===== config.mk =====
export PLATFORM = sky130hd
export DESIGN_NAME = rc4_keystream_decryptor
export DESIGN_NICKNAME = d
export VERILOG_FILES = /design/src/rtl/rc4_pkg.sv /design/src/rtl/edge_detector.sv /design/src/rtl/rc4_keystream_decryptor.sv
export SDC_FILE = /design/constraint.sdc
export NUM_CORES = 1
export LEC_CHECK = 0
export BUFFER_PORTS_ARGS = -buffer_cell sky130_fd_sc_hd__buf_4
export CORE_ASPECT_RATIO = 0.75
export CORE_UTILIZATION = 50
export CTS_BUF_LIST = sky130_fd_sc_hd__clkbuf_4 sky130_fd_sc_hd__clkbuf_8
export CTS_CLUSTER_DIAMETER = 150
export DETAILED_ROUTE_END_ITERATION = 7
export GPL_TIMING_DRIVEN = 0
export PLACE_DENSITY = 0.71
export REMOVE_ABC_BUFFERS = 1
export SETUP_SLACK_MARGIN = 0.02
export SLEW_MARGIN = 20
export SYNTH_ARGS = -nofsm -noshare
export SYNTH_HDL_FRONTEND = slang
export SYNTH_SLANG_ARGS = --single-unit

===== constraint.sdc =====
create_clock -name clk -period 2.7 [get_ports clk]
set_input_delay 0.135 -clock clk [delete_from_list [all_inputs] [get_ports clk]]
set_output_delay 0.135 -clock clk [all_outputs]
set_load 0.1 [all_outputs]

===== src/rtl/rc4_pkg.sv =====
// rc4_pkg
//   Shared types and constants for the RC4 keystream decryptor.
//   - state_t         : decryptor FSM encoding (exposed as the internal `state` signal)
//   - ASCII_LOWER_MIN : lowest accepted plaintext byte ('a')
//   - ASCII_LOWER_MAX : highest accepted plaintext byte ('z')
//   - ASCII_SPACE     : the only accepted non-letter plaintext byte (' ')
package rc4_pkg;

    typedef enum logic [3:0] {
        IDLE,
        RD_SI,
        WT_SI,
        LD_SI,
        WT_SJ,
        LD_SJ,
        WR_SJ,
        RD_F,
        WT_F,
        LD_F,
        DONE
    } state_t;

    localparam logic [7:0] ASCII_LOWER_MIN = 8'h61;
    localparam logic [7:0] ASCII_LOWER_MAX = 8'h7A;
    localparam logic [7:0] ASCII_SPACE     = 8'h20;

endpackage


===== src/rtl/edge_detector.sv =====
// edge_detector
//   Turns a level input into a one-cycle pulse on its rising edge.
//   Ports:
//     clk       in  system clock, rising edge
//     reset     in  asynchronous, active-high
//     signal_in in  level to watch
//     rise      out high in the cycle where signal_in is 1 and was 0 on the previous clock
module edge_detector (
    input  logic clk,
    input  logic reset,
    input  logic signal_in,
    output logic rise
);

    logic signal_d;

    always_ff @(posedge clk or posedge reset) begin
        if (reset) begin
            signal_d <= 1'b0;
        end else begin
            signal_d <= signal_in;
        end
    end

    assign rise = signal_in & ~signal_d;

endmodule


===== src/rtl/rc4_keystream_decryptor.sv =====
// rc4_keystream_decryptor
//   RC4 PRGA stage. With the shuffled S array already in the S RAM, produces one keystream
//   byte per message byte, XORs it with the encrypted ROM byte and writes the result to the
//   decrypted-message RAM. Optionally aborts on the first plaintext byte that is not a
//   lowercase letter or a space, so a wrong key can be rejected early.
//
//   Control protocol: a rising edge on the `start` level launches a run, but only while the
//   FSM is in IDLE (edges in any other state, DONE included, are dropped). When the run ends,
//   `finished` pulses for exactly one cycle and `key_valid` carries the verdict until the
//   next accepted start edge clears it.
//
//   Ports:
//     clk, reset        clock (rising edge), asynchronous active-high reset
//     start             run request (level, edge-detected)
//     finished          one-cycle end-of-run pulse
//     key_valid         1 when the run completed without an ASCII abort
//     s_ram_out         S RAM read data (1-cycle synchronous read)
//     s_write_enable    S RAM write strobe
//     s_ram_in          S RAM write data
//     s_address         S RAM address
//     enc_out           encrypted ROM read data (1-cycle synchronous read)
//     enc_address       encrypted ROM address
//     dec_write_enable  decrypted RAM write strobe
//     dec_ram_in        decrypted RAM write data
//     dec_address       decrypted RAM address
module rc4_keystream_decryptor
    import rc4_pkg::*;
#(
    parameter int RAM_WIDTH      = 8,
    parameter int RAM_LENGTH     = 8,
    parameter int MSG_LENGTH     = 32,
    parameter int MSG_ADDR_WIDTH = 5,
    parameter int CHECK_ASCII    = 1
) (
    input  logic                      clk,
    input  logic                      reset,
    input  logic                      start,
    output logic                      finished,
    output logic                      key_valid,
    input  logic [RAM_WIDTH-1:0]      s_ram_out,
    output logic                      s_write_enable,
    output logic [RAM_WIDTH-1:0]      s_ram_in,
    output logic [RAM_LENGTH-1:0]     s_address,
    input  logic [RAM_WIDTH-1:0]      enc_out,
    output logic [MSG_ADDR_WIDTH-1:0] enc_address,
    output logic                      dec_write_enable,
    output logic [RAM_WIDTH-1:0]      dec_ram_in,
    output logic [MSG_ADDR_WIDTH-1:0] dec_address
);

    localparam logic [MSG_ADDR_WIDTH-1:0] K_LAST  = MSG_ADDR_WIDTH'(MSG_LENGTH - 1);
    localparam logic [RAM_LENGTH-1:0]     IDX_ONE = RAM_LENGTH'(1);
    localparam logic [MSG_ADDR_WIDTH-1:0] K_ONE   = MSG_ADDR_WIDTH'(1);

    state_t                    state;
    logic [RAM_LENGTH-1:0]     i;
    logic [RAM_LENGTH-1:0]     j;
    logic [MSG_ADDR_WIDTH-1:0] k;
    logic [RAM_WIDTH-1:0]      si;
    logic [RAM_WIDTH-1:0]      sj;
    logic [RAM_WIDTH-1:0]      f;
    logic                      start_sig;
    logic [RAM_WIDTH-1:0]      plain;

    edge_detector u_start_edge (
        .clk       (clk),
        .reset     (reset),
        .signal_in (start),
        .rise      (start_sig)
    );

    // Plaintext of the byte being finished in LD_F: keystream byte from S RAM XOR ROM byte.
    assign plain = s_ram_out ^ enc_out;

    function automatic logic is_plain_text(input logic [RAM_WIDTH-1:0] b);
        return ((b >= RAM_WIDTH'(ASCII_LOWER_MIN)) && (b <= RAM_WIDTH'(ASCII_LOWER_MAX)))
               || (b == RAM_WIDTH'(ASCII_SPACE));
    endfunction

    always_ff @(posedge clk or posedge reset) begin
        if (reset) begin
            state            <= IDLE;
            i                <= '0;
            j                <= '0;
            k                <= '0;
            si               <= '0;
            sj               <= '0;
            f                <= '0;
            finished         <= 1'b0;
            key_valid        <= 1'b0;
            s_write_enable   <= 1'b0;
            s_ram_in         <= '0;
            s_address        <= '0;
            enc_address      <= '0;
            dec_write_enable <= 1'b0;
            dec_ram_in       <= '0;
            dec_address      <= '0;
        end else begin
            // Strobes and the end pulse are one cycle wide unless re-asserted below.
            s_write_enable   <= 1'b0;
            dec_write_enable <= 1'b0;
            finished         <= 1'b0;

            case (state)
                IDLE: begin
                    if (start_sig) begin
                        i         <= '0;
                        j         <= '0;
                        k         <= '0;
                        key_valid <= 1'b0;
                        state     <= RD_SI;
                    end
                end

                RD_SI: begin
                    i         <= i + IDX_ONE;
                    s_address <= i + IDX_ONE;
                    state     <= WT_SI;
                end

                WT_SI: state <= LD_SI;

                LD_SI: begin
                    si        <= s_ram_out;
                    j         <= j + RAM_LENGTH'(s_ram_out);
                    s_address <= j + RAM_LENGTH'(s_ram_out);
                    state     <= WT_SJ;
                end

                WT_SJ: state <= LD_SJ;

                // First half of the swap: s[i] <= s[j].
                LD_SJ: begin
                    sj             <= s_ram_out;
                    s_address      <= i;
                    s_ram_in       <= s_ram_out;
                    s_write_enable <= 1'b1;
                    state          <= WR_SJ;
                end

                // Second half of the swap: s[j] <= old s[i]. This write commits at the end
                // of RD_F, before the F address reaches the RAM in WT_F.
                WR_SJ: begin
                    s_address      <= j;
                    s_ram_in       <= si;
                    s_write_enable <= 1'b1;
                    state          <= RD_F;
                end

                RD_F: begin
                    s_address   <= RAM_LENGTH'(si) + RAM_LENGTH'(sj);
                    enc_address <= k;
                    state       <= WT_F;
                end

                WT_F: state <= LD_F;

                // The offending byte is still written before an abort.
                LD_F: begin
                    f                <= s_ram_out;
                    dec_write_enable <= 1'b1;
                    dec_address      <= k;
                    dec_ram_in       <= plain;
                    if ((CHECK_ASCII != 0) && !is_plain_text(plain)) begin
                        key_valid <= 1'b0;
                        finished  <= 1'b1;
                        state     <= DONE;
                    end else if (k == K_LAST) begin
                        key_valid <= 1'b1;
                        finished  <= 1'b1;
                        state     <= DONE;
                    end else begin
                        k     <= k + K_ONE;
                        state <= RD_SI;
                    end
                end

                DONE: state <= IDLE;

                default: state <= IDLE;
            endcase
        end
    end

endmodule


==> qor.yml, run 1 <==
route:
  drcViolationCount: 0
  drtPass1Iterations: 5
  drtIter0Drc: 280
  wl_met3_um: 952
  ant_nets: 0
  wl_met2_um: 4630
  routed-via-count: 3741
  wirelength_um: 11200
  wl_met1_um: 5420
  top_layer_used: "met4"
  vias_per_cell: 6.02
  wl_per_cell_um: 18.0
sta:
  slew_viol_final: 0
  setup_viol: 0
  timing.fmax_mhz: 416
  hold_violations: 0
  rsz0062_at_grt: "no"
  period_needed_ns: 2.40
  worst_pin_slew_ns: 0.759
  hold_ws_ns: 0.0788
  fin_crit_sh_pct: 89.0
  finClkSkew_ns: 0.0101
  timing.slew.headroom_pct: 48.7
place:
  hpwl_um: 7920
  gp_congestion: 0.888
  numPortBuffers: 56
cells_and_area:
  nets: 546
  synthToLayoutAreaGrowth_pct: 19.2
  antennaDiodeCount: 0
  final_common_cell: "dfrtp_1"
  layout_common_cells: "78 x dfrtp_1, 76 x nand2_1, 63 x buf_4"
  drive_gt1_share_pct: 22.0
logic_synthesis:
  async_reset_ff_share_pct: 100
  ys_seq_area_share_pct: 45.6
  syn_inst: 449
  synth-main-ff-cell: "dfrtp_1"
  synth-edff-count: 0
  syn_avg_cell_area_um2: 9.78
  yosys.cell_types.count: 58
  synth.top_cell.area_share_pct: 45.6
  ys_seq_elements: 80
  synthTopCellsByArea: "dfrtp_1 46%, nand2_1 6.5%, mux2_2 5.4%"
  yosysWarnings: 0
  netlist_area_um2: 4390
  yosysTopAreaCell: "dfrtp_1"
cts:
  cts_buffers: 9
  htree_levels: 3
  cts_tree: "done"
  path_clk_slew_ns: 0.08
  cts_max_path_buffers: 2
  cts_root_buf: "clkbuf_8"
  cts.sinks: 80
  clkLatencyLatePin_ns: 0.36
worst_setup_path:
  worstSetupPathType: "reg2reg"
  cp_max_fo: 20
  path_cells: "inv_1, nand2_1, nor3_2, nand2_1, o311ai_0, a221o_1"
  cp.arrival_ns: 2.70
  endpoint_kind: "flip-flop"
  crit_start: "state[1]"
  crit_required_ns: 3.00
  cpMaxStageDelayCell: "inv_1"
  r2r_start: "state[1]"
  cpPeakStageDelay_ns: 0.58
  crit_top_cell: "nand2_1"
  cp-start-kind: "flip-flop"
die:
  die_h_um: 83.2
  rows: 29
  start_util_pct: 51.7
  die_w_um: 110
  pin_count: 57
  fp.coreArea_um2: 8490
  die_area_um2: 9160
grt:
  grt_remaining_overflow: 0
  antenna_found_initial: 0
  grt_pass1_wl_um: 17500
  grt_pass1_vias: 3268
  track_usage_pct: 25.6
  grt_max_degree: 50
status:
  status: "finished clean"
hold_path:
  worstHoldStart: "s_ram_out[0]"
  hold_class: "in2reg"
flow_run:
  drv_cap: 0
-- state kept, by name, indices dropped and copies added, names as in the netlist --
| name | cells |
|---|---|
| dec_address | 5 |
| dec_ram_in | 8 |
| dec_write_enable | 1 |
| enc_address | 5 |
| finished | 1 |
| i | 8 |
| j | 8 |
| k | 5 |
| key_valid | 1 |
| s_address | 8 |
| s_ram_in | 8 |
| s_write_enable | 1 |
| si | 8 |
| sj | 8 |
| state | 4 |
| u_start_edge.signal_d | 1 |
-- through the flow --
step	std cells	instance area, um2	setup TNS (ns)	utilization [%]	setup slack (ns)
6_report	621	5230	0	61.6	0.296
5_1_grt	621	5230	0	61.6	0.119
4_1_cts	617	5200	0	61.2	0.0986
3_5_place_dp	597	4920	-2.43	57.9	-0.462
3_3_place_gp	594	4870	-67.89	57.3	-1.52
2_1_floorplan	430	4310	-3.07	-	-0.280
-- layout make-up --
cell class / instances / area [um2]
fill: 728 / 3260
multi-input combinational: 340 / 2290
sequential: 80 / 2010
timing repair buffer: 66 / 520
clock buffer: 14 / 180
tap: 108 / 135
clock inverter: 2 / 60.1
inverter: 11 / 43.8
-- cells in the mapped netlist (5+ instances only) --
master,instances
a21o_1,6
a21oi_1,24
and3_1,5
clkbuf_1,16
dfrtp_1,80
ha_1,17
inv_1,9
mux2_2,21
mux2i_1,7
nand2_1,76
nand2b_1,6
nand3_1,10
nor2_1,19
nor2b_1,7
nor3_1,5
o21ai_0,28
o22ai_1,23
xnor2_1,20
xor2_1,6
-- cells by family (layout without fill, tap and decap cells) --
logic type                 count (synthesis)  count (layout)  share of synthesized area, %
AOI/OAI and AO/OA                        121             121                          17.9
DFF                                       80              80                          45.6
buffers and inverters                     30              93                          2.76
and+or+nand+nor                          143             144                          15.1
xor gates and xnor gates                  28              28                          5.93
adders and majority gates                 19              19                          5.76
muxes                                     28              28                          6.98
-- worst paths after layout --
check                           slack [ns]              to  depth (start not counted)
worst max-delay path                  0.30    s_address[1]                          6
worst min-delay path                  0.08           si[0]                          2
worst max register to register        0.30    s_address[1]                          6
worst min register to register        0.48  dec_address[4]                          2
max in group asynchronous             1.77           si[3]                          4
min in group asynchronous             0.34        state[0]                          3
-- routing by layer --
layer,up-vias,track usage (%)
met5,-,0
met4,0,7.30
met3,18,6.91
met2,172,34.2
met1,1797,40.2
li1,1754,-
-- worst max-delay path, delay by kind of cell, from the launching register on --
family                 cells  cell delay, ns
DFF                        1            0.56
buffers and inverters      1            0.58
and+or+nand+nor            3            0.90
AOI/OAI and AO/OA          2            0.28
-- what timing repair did --
action | CTS | global route
gates resized for setup | 3 | 3
hold buffers | 2 | 0
buffers inserted | 1 | 4
endpoints found under the setup margin | 17 | 13
hold endpoints to repair | 32 | 0
pin swaps | 1 | 0
gates cloned | 1 | 0
Power of run 1 is left out: the tool's default activity adds up to more than one toggle a clock period on the data nets, which glitch-free logic cannot reach.
==> inputs of run 2 (changes only) <==
--- a/config.mk
+++ b/config.mk
@@ -6,7 +6,7 @@
 export NUM_CORES = 1
 export LEC_CHECK = 0
 export BUFFER_PORTS_ARGS = -buffer_cell sky130_fd_sc_hd__buf_4
-export CORE_ASPECT_RATIO = 0.75
+export CORE_ASPECT_RATIO = 1.5
 export CORE_UTILIZATION = 50
 export CTS_BUF_LIST = sky130_fd_sc_hd__clkbuf_4 sky130_fd_sc_hd__clkbuf_8
 export CTS_CLUSTER_DIAMETER = 150
==> run 2 against run 1 <==
Die area about the same. Critical path type unchanged. Sequential share of layout area increased by 0.35 points. Flip-flop and latch count did not move. First-iteration DRC count shrank 21%. Clock skew barely moved. Final area down 1.0%. Final cell count fell by 0.64%. Non-clock buffer count down 3. Critical path depth is 2 lower. Via count is 3.2% lower.
==> qor.yml, run 2 (synthesized netlist as in run 1, its figures left out) <==
status:
  status: "finished clean"  # unchanged
route:
  drcViolationCount: 0  # unchanged
  wirelength_um: 11000  # was 11,200 um
  drtPass1Iterations: 4  # was 5
  ant_nets: 0  # unchanged
  drtIter0Drc: 221  # was 280
  vias_per_cell: 5.87  # was 6.02
  wl_per_cell_um: 17.8  # was 18.0 um
  routed-via-count: 3623  # was 3,741
cts:
  cts_buffers: 9  # unchanged
  htree_levels: 3  # unchanged
  clkLatencyLatePin_ns: 0.37  # was 0.36 ns
  cts_max_path_buffers: 2  # unchanged
  cts_tree: "done"  # unchanged
  path_clk_slew_ns: 0.08  # about the same
  cts.sinks: 80  # unchanged
  cts_root_buf: "clkbuf_8"  # unchanged
flow_run:
  drv_cap: 0  # unchanged
worst_setup_path:
  cp.arrival_ns: 2.64  # was 2.70 ns
  endpoint_kind: "flip-flop"  # unchanged
  cpPeakStageDelay_ns: 0.71  # was 0.58 ns
  r2r_start: "state[0]"  # was state[1]
  cpMaxStageDelayCell: "dfrtp_2"  # was inv_1
  crit_required_ns: 2.95  # was 3.00 ns
  worstRegToRegCells: 4  # was 6
  worstSetupPathType: "reg2reg"  # unchanged
  cp_max_fo: 25  # was 20
  path_cells: "nor2b_1, nand2_1, and2_1, a221o_1"  # was inv_1, nand2_1, nor3_2, nand2_1, o311ai_0, a221o_1
  cp-start-kind: "flip-flop"  # unchanged
  rrSetupSlack_ns: 0.31  # was 0.30 ns
  r2r_end: "s_address[1]"  # unchanged
hold_path:
  hold_class: "in2reg"  # unchanged
  holdPathEnd: "sj[0]"  # was si[0]
  worstHoldStart: "s_ram_out[0]"  # unchanged
  hold_depth: 2  # unchanged
sta:
  worst_pin_slew_ns: 0.904  # was 0.759 ns
  slew_viol_final: 0  # unchanged
  rsz0062_at_grt: "no"  # unchanged
  hold_violations: 0  # unchanged
  setup_viol: 0  # unchanged
  timing.slew.headroom_pct: 39.5  # was 48.7%
  timing.fmax_mhz: 418  # was 416 MHz
  finClkSkew_ns: 0.00969  # was 0.0101 ns
  period_needed_ns: 2.39  # was 2.40 ns
  fin_crit_sh_pct: 88.6  # was 89.0%
  setup_slack_ns: 0.307  # was 0.296 ns
grt:
  track_usage_pct: 25.5  # was 25.6%
  grt_pass1_wl_um: 17500  # about the same
  grt_max_degree: 58  # was 50
  antenna_found_initial: 0  # unchanged
  grt_pass1_vias: 3498  # was 3,268
  grt_remaining_overflow: 0  # unchanged
die:
  pin_count: 57  # unchanged
  start_util_pct: 51.9  # was 51.7%
  die_w_um: 78.5  # was 110 um
  rows: 41  # was 29
  fp.coreArea_um2: 8460  # was 8490 um2
  die_h_um: 117  # was 83.2 um
  die_area_um2: 9170  # was 9160 um2
cells_and_area:
  antennaDiodeCount: 0  # unchanged
  layout_common_cells: "78 x dfrtp_1, 76 x nand2_1, 59 x buf_4"  # was 78 x dfrtp_1, 76 x nand2_1, 63 x buf_4
  nets: 544  # was 546
  drive_gt1_share_pct: 21.4  # was 22.0%
  finalCoreUtilization_pct: 61.2  # was 61.6%
  synthToLayoutAreaGrowth_pct: 18.0  # was 19.2%
  final_common_cell: "dfrtp_1"  # unchanged
place:
  gp_congestion: 0.857  # was 0.888
  numPortBuffers: 56  # unchanged
  hpwl_um: 7810  # was 7920 um
  place_ws_ns: -0.409  # was -0.462 ns
run 2: changes by cell type in the layout (fill, tap and decap cells not counted), sizes merged:
cell and change:
bufinv -1, clkbuf -2, clkinvlp +2, clkinv +2
inv -1, buf -3
run 2: routing by layer:
metal	global-route usage, %	wire length [um]	up-vias
met5	0	0	-
met4	15.1	468	0
met3	3.67	361	37
met2	43.4	5720	87
met1	30.7	4460	1764
li1	-	-	1735
run 2: critical path: cells and delay by family (launching register included):
kind	cells	cell delay, ns
and+or+nand+nor	3	1.19
DFF	1	0.71
AOI/OAI and AO/OA	1	0.36
run 2: layout make-up:
class | instances | area, um2
Inverter | 11 | 47.5
Sequential cell | 80 | 2000
Tap cell | 107 | 134
Clock inverter | 3 | 40.0
Fill cell | 761 | 3280
Timing Repair Buffer | 63 | 502
Timing Repair inverter | 1 | 5.00
Clock buffer | 12 | 165
Multi-Input combinational cell | 340 | 2280
run 2: how the worst max path moves through the flow:
| stage | from | cells past startpoint | endpoint | slack (ns) |
|---|---|---|---|---|
| after floorplan | state[0] | 6 | s_address[6] | -0.28 |
| after global placement | state[0] | 4 | j[5] | -1.63 |
| after detailed placement | state[0] | 6 | k[2] | -0.41 |
| after CTS | state[1] | 6 | s_address[6] | 0.03 |
| after global routing | j[1] | 7 | s_address[7] | 0.11 |
| final | state[0] | 4 | s_address[1] | 0.31 |
run 2: what timing repair did:
item	CTS	global route
hold buffers	2	0
cloned	1	1
hold endpoints to repair	24	0
setup buffers	0	2
endpoints found under the setup margin	21	13
pin swaps	1	0
gates resized for setup	2	2
run 2: stage by stage:
| stage | setup TNS, ns | cell area (um2) | instances | hold WS, ns |
|---|---|---|---|---|
| final | 0 | 5180 | 617 | 0.0649 |
| after global routing | 0 | 5180 | 617 | 0.0705 |
| after CTS | 0 | 5160 | 614 | 0.0577 |
| after detailed placement | -2.39 | 4920 | 596 | 0.129 |
| after global placement | -67.25 | 4860 | 593 | 0.254 |
| after floorplan | -3.07 | 4310 | 430 | 0.166 |
Power of run 2 is left out for the same reason.
